**config.mk**
```make
export PLATFORM = sky130hd
export DESIGN_NAME = alu_sequencer
export DESIGN_NICKNAME = d
export VERILOG_FILES = /design/src/rtl/alu_seq_pkg.sv /design/src/rtl/alu.sv /design/src/rtl/alu_sequencer.sv
export SDC_FILE = /design/constraint.sdc
export NUM_CORES = 1
export LEC_CHECK = 0
export CAP_MARGIN = 20
export CORE_ASPECT_RATIO = 1.4
export CORE_UTILIZATION = 50
export DETAILED_ROUTE_END_ITERATION = 7
export GPL_TIMING_DRIVEN = 0
export HOLD_SLACK_MARGIN = 0.1
export PLACE_DENSITY = 0.7
export SLEW_MARGIN = 40
export SYNTH_ARGS = -nofsm -noshare
export SYNTH_HDL_FRONTEND = slang
export SYNTH_SLANG_ARGS = --single-unit
export TNS_END_PERCENT = 100
```
**constraint.sdc**
```tcl
create_clock -name clk -period 5.91 [get_ports clk]
set_input_delay 1.773 -clock clk [delete_from_list [all_inputs] [get_ports clk]]
set_output_delay 1.773 -clock clk [all_outputs]
set_load 0.005 [all_outputs]
```
**src/rtl/alu_seq_pkg.sv**
```systemverilog
// Shared types and constants for the ALU request/response sequencer.
package alu_seq_pkg;

  localparam int DATA_W = 16;

  // Request opcodes. 7 and 9..15 are illegal.
  typedef enum logic [3:0] {
    OP_ADD = 4'd0,
    OP_SUB = 4'd1,
    OP_AND = 4'd2,
    OP_OR  = 4'd3,
    OP_SHL = 4'd4,
    OP_SHR = 4'd5,
    OP_INS = 4'd6,
    OP_MUL = 4'd8
  } op_e;

  // ALU function select.
  typedef enum logic [2:0] {
    F_ADD = 3'd0,
    F_SUB = 3'd1,
    F_AND = 3'd2,
    F_OR  = 3'd3,
    F_SHL = 3'd4,
    F_SHR = 3'd5,
    F_INS = 3'd6,
    F_RSV = 3'd7
  } alu_f_e;

  // Sequencer states.
  typedef enum logic [1:0] {
    IDLE = 2'd0,
    EXEC = 2'd1,
    MUL  = 2'd2,
    RESP = 2'd3
  } state_e;

  // Opcode 7 and everything above MUL have no meaning.
  function automatic logic op_illegal(input logic [3:0] op);
    return (op == 4'd7) || (op > 4'd8);
  endfunction

  // Only add and subtract report a carry.
  function automatic logic op_has_carry(input logic [3:0] op);
    return (op == 4'(OP_ADD)) || (op == 4'(OP_SUB));
  endfunction

endpackage

```
**src/rtl/alu.sv**
```systemverilog
// 16-bit single-cycle ALU: add, sub, and, or, shifts by y+1, field insert.
module alu
  import alu_seq_pkg::*;
(
  input  alu_f_e              f,
  input  logic [DATA_W-1:0]   x,
  input  logic [DATA_W-1:0]   y,
  output logic [DATA_W-1:0]   out,
  output logic                carry_out
);

  logic [DATA_W:0] sum;
  logic [DATA_W:0] diff;
  logic [DATA_W:0] sh_amt;

  // Pure combinational function select; shift amounts of 16 or more yield 0.
  always_comb begin
    sum       = {1'b0, x} + {1'b0, y};
    diff      = {1'b0, x} - {1'b0, y};
    sh_amt    = {1'b0, y} + 17'd1;
    out       = '0;
    carry_out = 1'b0;
    case (f)
      F_ADD: begin
        out       = sum[DATA_W-1:0];
        carry_out = sum[DATA_W];
      end
      F_SUB: begin
        out       = diff[DATA_W-1:0];
        carry_out = diff[DATA_W];
      end
      F_AND:   out = x & y;
      F_OR:    out = x | y;
      F_SHL:   out = x << sh_amt;
      F_SHR:   out = x >> sh_amt;
      F_INS:   out = {x[6:0], y[8:0]};
      default: out = '0;
    endcase
  end

endmodule

```
**src/rtl/alu_sequencer.sv**
```systemverilog
// Valid/ready front end for the 16-bit ALU. Single-pass ops take one EXEC
// cycle; unsigned multiply runs MUL_STEPS add-and-shift passes through the
// same ALU.
//
// Handshake: a transfer happens on a rising edge where valid && ready.
// req_ready is high only in IDLE; rsp_valid is high only in RESP and the
// response fields hold steady until rsp_ready is seen. Both are state
// decodes with no combinational path from req_valid/rsp_ready.
module alu_sequencer
  import alu_seq_pkg::*;
#(
  parameter int MUL_STEPS = 16
)
(
  input  logic              clk,
  input  logic              rst_n,
  input  logic              req_valid,
  output logic              req_ready,
  input  logic [3:0]        req_op,
  input  logic [DATA_W-1:0] req_a,
  input  logic [DATA_W-1:0] req_b,
  output logic              rsp_valid,
  input  logic              rsp_ready,
  output logic [DATA_W-1:0] rsp_lo,
  output logic [DATA_W-1:0] rsp_hi,
  output logic              rsp_carry,
  output logic              rsp_err,
  output logic              busy
);

  localparam logic [3:0] LAST_STEP = 4'(MUL_STEPS - 1);

  state_e            state_q, state_d;
  logic [3:0]        op_q, op_d;
  logic [DATA_W-1:0] a_q, a_d;
  logic [DATA_W-1:0] b_q, b_d;
  logic [DATA_W-1:0] acc_hi_q, acc_hi_d;
  logic [DATA_W-1:0] mplr_q, mplr_d;
  logic [3:0]        cnt_q, cnt_d;
  logic [DATA_W-1:0] rsp_lo_q, rsp_lo_d;
  logic [DATA_W-1:0] rsp_hi_q, rsp_hi_d;
  logic              rsp_carry_q, rsp_carry_d;
  logic              rsp_err_q, rsp_err_d;
  alu_f_e            alu_f_q, alu_f_d;
  logic [DATA_W-1:0] alu_x_q, alu_x_d;
  logic [DATA_W-1:0] alu_y_q, alu_y_d;

  logic [DATA_W-1:0] alu_out;
  logic              alu_co;
  logic [DATA_W-1:0] step_hi;
  logic [DATA_W-1:0] step_mplr;

  alu u_alu (
    .f         (alu_f_d),
    .x         (alu_x_d),
    .y         (alu_y_d),
    .out       (alu_out),
    .carry_out (alu_co)
  );

  // One multiply step: shift the 17-bit partial sum right into acc_hi and
  // push its LSB into the top of the multiplier register.
  assign step_hi   = {alu_co, alu_out[DATA_W-1:1]};
  assign step_mplr = {alu_out[0], mplr_q[DATA_W-1:1]};

  // Next-state, datapath capture and ALU input steering. ALU inputs hold
  // their last applied values whenever the ALU result is not used.
  always_comb begin
    state_d     = state_q;
    op_d        = op_q;
    a_d         = a_q;
    b_d         = b_q;
    acc_hi_d    = acc_hi_q;
    mplr_d      = mplr_q;
    cnt_d       = cnt_q;
    rsp_lo_d    = rsp_lo_q;
    rsp_hi_d    = rsp_hi_q;
    rsp_carry_d = rsp_carry_q;
    rsp_err_d   = rsp_err_q;
    alu_f_d     = alu_f_q;
    alu_x_d     = alu_x_q;
    alu_y_d     = alu_y_q;
    case (state_q)
      IDLE: begin
        if (req_valid) begin
          op_d = req_op;
          a_d  = req_a;
          b_d  = req_b;
          if (req_op == 4'(OP_MUL)) begin
            acc_hi_d = '0;
            mplr_d   = req_b;
            cnt_d    = '0;
            state_d  = MUL;
          end else begin
            state_d = EXEC;
          end
        end
      end
      EXEC: begin
        if (!op_illegal(op_q)) begin
          alu_f_d = alu_f_e'(op_q[2:0]);
          alu_x_d = a_q;
          alu_y_d = b_q;
        end
        rsp_lo_d    = op_illegal(op_q) ? '0 : alu_out;
        rsp_hi_d    = '0;
        rsp_carry_d = op_has_carry(op_q) & alu_co;
        rsp_err_d   = op_illegal(op_q);
        state_d     = RESP;
      end
      MUL: begin
        alu_f_d  = F_ADD;
        alu_x_d  = acc_hi_q;
        alu_y_d  = mplr_q[0] ? a_q : '0;
        acc_hi_d = step_hi;
        mplr_d   = step_mplr;
        cnt_d    = cnt_q + 4'd1;
        if (cnt_q == LAST_STEP) begin
          rsp_hi_d    = step_hi;
          rsp_lo_d    = step_mplr;
          rsp_carry_d = 1'b0;
          rsp_err_d   = 1'b0;
          state_d     = RESP;
        end
      end
      RESP: begin
        if (rsp_ready) state_d = IDLE;
      end
      default: state_d = IDLE;
    endcase
  end

  // All sequencer state; asynchronous reset drops any in-flight operation.
  always_ff @(posedge clk or negedge rst_n) begin
    if (!rst_n) begin
      state_q     <= IDLE;
      op_q        <= '0;
      a_q         <= '0;
      b_q         <= '0;
      acc_hi_q    <= '0;
      mplr_q      <= '0;
      cnt_q       <= '0;
      rsp_lo_q    <= '0;
      rsp_hi_q    <= '0;
      rsp_carry_q <= 1'b0;
      rsp_err_q   <= 1'b0;
      alu_f_q     <= F_ADD;
      alu_x_q     <= '0;
      alu_y_q     <= '0;
    end else begin
      state_q     <= state_d;
      op_q        <= op_d;
      a_q         <= a_d;
      b_q         <= b_d;
      acc_hi_q    <= acc_hi_d;
      mplr_q      <= mplr_d;
      cnt_q       <= cnt_d;
      rsp_lo_q    <= rsp_lo_d;
      rsp_hi_q    <= rsp_hi_d;
      rsp_carry_q <= rsp_carry_d;
      rsp_err_q   <= rsp_err_d;
      alu_f_q     <= alu_f_d;
      alu_x_q     <= alu_x_d;
      alu_y_q     <= alu_y_d;
    end
  end

  assign req_ready = (state_q == IDLE);
  assign rsp_valid = (state_q == RESP);
  assign busy      = (state_q == EXEC) || (state_q == MUL);
  assign rsp_lo    = rsp_lo_q;
  assign rsp_hi    = rsp_hi_q;
  assign rsp_carry = rsp_carry_q;
  assign rsp_err   = rsp_err_q;

endmodule

```
==> flow_metrics.env <==
export IMPL_status="finished, final reports clean"
export IMPL_synthAdderAreaFrac_pct=6.963
export IMPL_gr_total_overflow=0
export IMPL_worstHoldPathType="reg2reg"
export IMPL_fmax_ghz=0.1779
export IMPL_slew_viol_final=0
export IMPL_report_final_setup_viol=0
export IMPL_gp_congestion=1.020
export IMPL_synth_compound_area_share_pct=25.48
export IMPL_crit_type="reg2reg"
export IMPL_root_buffer="clkbuf_16"
export IMPL_die_area_um2=21510
export IMPL_hold_viol=0
export IMPL_synthFlopType="dfrtp_1"
export IMPL_die_w_um=124.2
export IMPL_worst_pin_slew_ps=859.5
export IMPL_synth_edf_count=0
export IMPL_hpwl_um=30210
export IMPL_io_buffers=76
export IMPL_path_max_fanout=10
export IMPL_clock_sinks=143
export IMPL_fin_ws_ps=289.4
export IMPL_wire_per_inst_um=24.84
export IMPL_synth_top_area_share_pct=34.22
export IMPL_cts_inserted_buffers=17
export IMPL_synth_xor_area_share_pct=1.651
export IMPL_viasPerCell=6.419
export IMPL_synthCells=1163
export IMPL_cp_required_ps=6220
export IMPL_ys_ff_latch=143
export IMPL_synth_largest_area_cell="dfrtp_1"
export IMPL_clock_tree_buffer_depth=2
export IMPL_die_height_um=173.1
export IMPL_max_slew_margin_pct=42.36
export IMPL_ys_types=91
export IMPL_ant_nets=0
export IMPL_rsz0062_at_grt="false"
export IMPL_start_util_pct=51.06
export IMPL_via_count=9860
export IMPL_synth_async_reset_ratio_pct=100.0
export IMPL_drt_wl_total_um=38160
export IMPL_muxShareOfSynthArea_pct=10.07
export IMPL_syn_to_final_growth_pct=18.07
export IMPL_syn_cell_area_um2=10460
export IMPL_grt_first_pass_wirelength_um=57990
export IMPL_whs_ps=480.0
export IMPL_drive_gt1_share_pct=13.98
export IMPL_synthSimpleGateAreaFrac_pct=16.15
export IMPL_cap_violations=0
export IMPL_yosys_top_cells_area="dfrtp_1 34%, ha_1 6.6%, mux2i_1 5.6%, nand2_1 4.9%, mux2_2 4.5%"
export IMPL_drc_errors=0
export IMPL_critPathLaunchType="register"
export IMPL_clk_latency_ps=440
export IMPL_cp_end_kind="register"
export IMPL_synth_top_family_by_area="compound AO/OA/AOI/OAI gates"
export IMPL_antenna_found_initial=0
export IMPL_grt_max_degree=66
export IMPL_grt_usage_pct=35.50
export IMPL_path_clk_slew_ps=70
export IMPL_yosys_warnings=0
export IMPL_h_tree_depth=4
export IMPL_grt_pass1_vias=9679
export IMPL_finalCritPeriodShare_pct=95.10
export IMPL_antenna_cells=0
export IMPL_arrival_ps=5930
export IMPL_first_pass_iters=6
export IMPL_cts_tree="done"
export IMPL_ioPinCount=77
export IMPL_avgSynthCellArea_um2=8.992
export IMPL_finalCriticalPeriod_ps=5621
export IMPL_synth_fp_nets=1260
export IMPL_yosysSeqAreaShare_pct=34.22
export IMPL_final_net_count=1364
export IMPL_worst_clock_skew_ps=20.15
export IMPL_worst_r2r_setup_slack_ps=290
export IMPL_core_area_um2=20480
export IMPL_rows=62
export IMPL_drt_iter0_markers=833
export IMPL_fill_cells=1849
export IMPL_place_ws_ps=-438.5
==> synthesized netlist by cell type (8+ instances only) <==
cell type  count
a32o_1        20
nor2b_1        8
and3_1        21
o21ai_0       65
a21oi_1       72
a31oi_1       22
o21ai_1       28
mux2_2        42
and4_1        20
nand2_1      137
nor2_1        73
clkbuf_1      48
ha_1          55
a211oi_1      19
a22o_1        10
nand3_1       20
o31ai_1        8
xnor2_1       14
inv_1         52
mux2i_1       58
buf_2         15
o22ai_1       15
nor3_1        13
nand2b_1       8
o211ai_1      11
dfrtp_1      143
==> final timing paths <==
path / start / depth (start not counted) / to
worst max-delay path: state_q[0] / 19 / rsp_lo[14]
worst min-delay path: rsp_hi[3] / 2 / rsp_hi[3]
worst max register to register: state_q[0] / 19 / rsp_lo[14]
worst min register to register: rsp_hi[3] / 2 / rsp_hi[3]
max in group asynchronous: rst_n / 3 / acc_hi_q[3]
min in group asynchronous: rst_n / 1 / a_q[9]
==> sequential cells by signal, indices dropped and copies added, names as in the netlist, 2 cells and up <==
name	cells
rsp_hi	16
rsp_lo	16
alu_f_q	3
alu_x_q	16
mplr_q	16
acc_hi_q	16
a_q	16
b_q	16
state_q	2
cnt_q	4
alu_y_q	16
op_q	4
==> cell families (layout without fill, tap and decap cells) <==
logic type | after synthesis | count (layout)
buffers and inverters | 135 | 252
AO/OA/AOI/OAI | 370 | 370
AND/OR/NAND/NOR | 340 | 340
multiplexers | 100 | 100
flip-flops | 143 | 143
adder cells (fa/ha/maj) | 57 | 57
XOR/XNOR | 18 | 18
==> layout by cell type, fill, tap and decap left out, drive strengths merged, types with 26 or more instances in the layout <==
cell type / instances
nand2: 138
inv: 68
clkdlybuf4s50: 75
o21ai: 94
a21oi: 74
a211oi: 26
clkbuf: 64
buf: 38
mux2i: 58
ha: 55
dfrtp: 143
nor2: 75
mux2: 42
==> routing by layer <==
layer / track usage, % / part of all wire, % / vias to the layer above
met5: 0 / 0 / -
met4: 25.60 / 7.7 / 0
met3: 4.394 / 5.1 / 119
met2: 59.14 / 48 / 394
met1: 42.14 / 39 / 4852
li1: - / - / 4495
==> worst max-delay path, stage by stage, from the launching register on <==
cell and delay [ps]:
dfrtp_1 400, inv_1 130, ha_2 350, and2_1 180, buf_2 150, clkbuf_1 260
a32o_1 360, a211oi_2 380, inv_1 230, ha_1 450, o21ba_2 200, o21ai_0 140
a2111oi_2 500, nor2_1 120, a311o_1 380, a21oi_1 200, o311ai_0 150, xor2_1 290
a221oi_4 480, o21ai_1 130
==> area by class of cell <==
class | count | area, µm² | area share (%)
Tap cell | 256 | 320.3 | 2.594
Buffer | 74 | 349.1 | 2.827
Sequential cell | 143 | 3578 | 28.98
Clock buffer | 17 | 425.4 | 3.445
Timing Repair Buffer | 86 | 878.3 | 7.114
Clock inverter | 15 | 173.9 | 1.409
Inverter | 60 | 225.2 | 1.824
Multi-Input combinational cell | 885 | 6396 | 51.80
==> timing repair <==
action,CTS,global route
gates resized for setup,4,18
setup endpoints to repair,18,23
buffers inserted,0,7
hold endpoints to repair,0,0
hold buffers,0,0
pin swaps,0,3
==> stage by stage <==
stage                     TNS, ps  cell area (µm²)  std cells  utilization (%)
after floorplan                 0            10460       1163                -
after global placement    -369400            11540       1495            56.34
after detailed placement    -2732            11620       1498            56.74
after CTS                       0            12240       1529            59.76
after global routing            0            12350       1536            60.29
final                           0            12350       1536            60.29
Power is not shown: default switching activity piles up to over one toggle a cycle in this logic, so the estimate is an artifact.
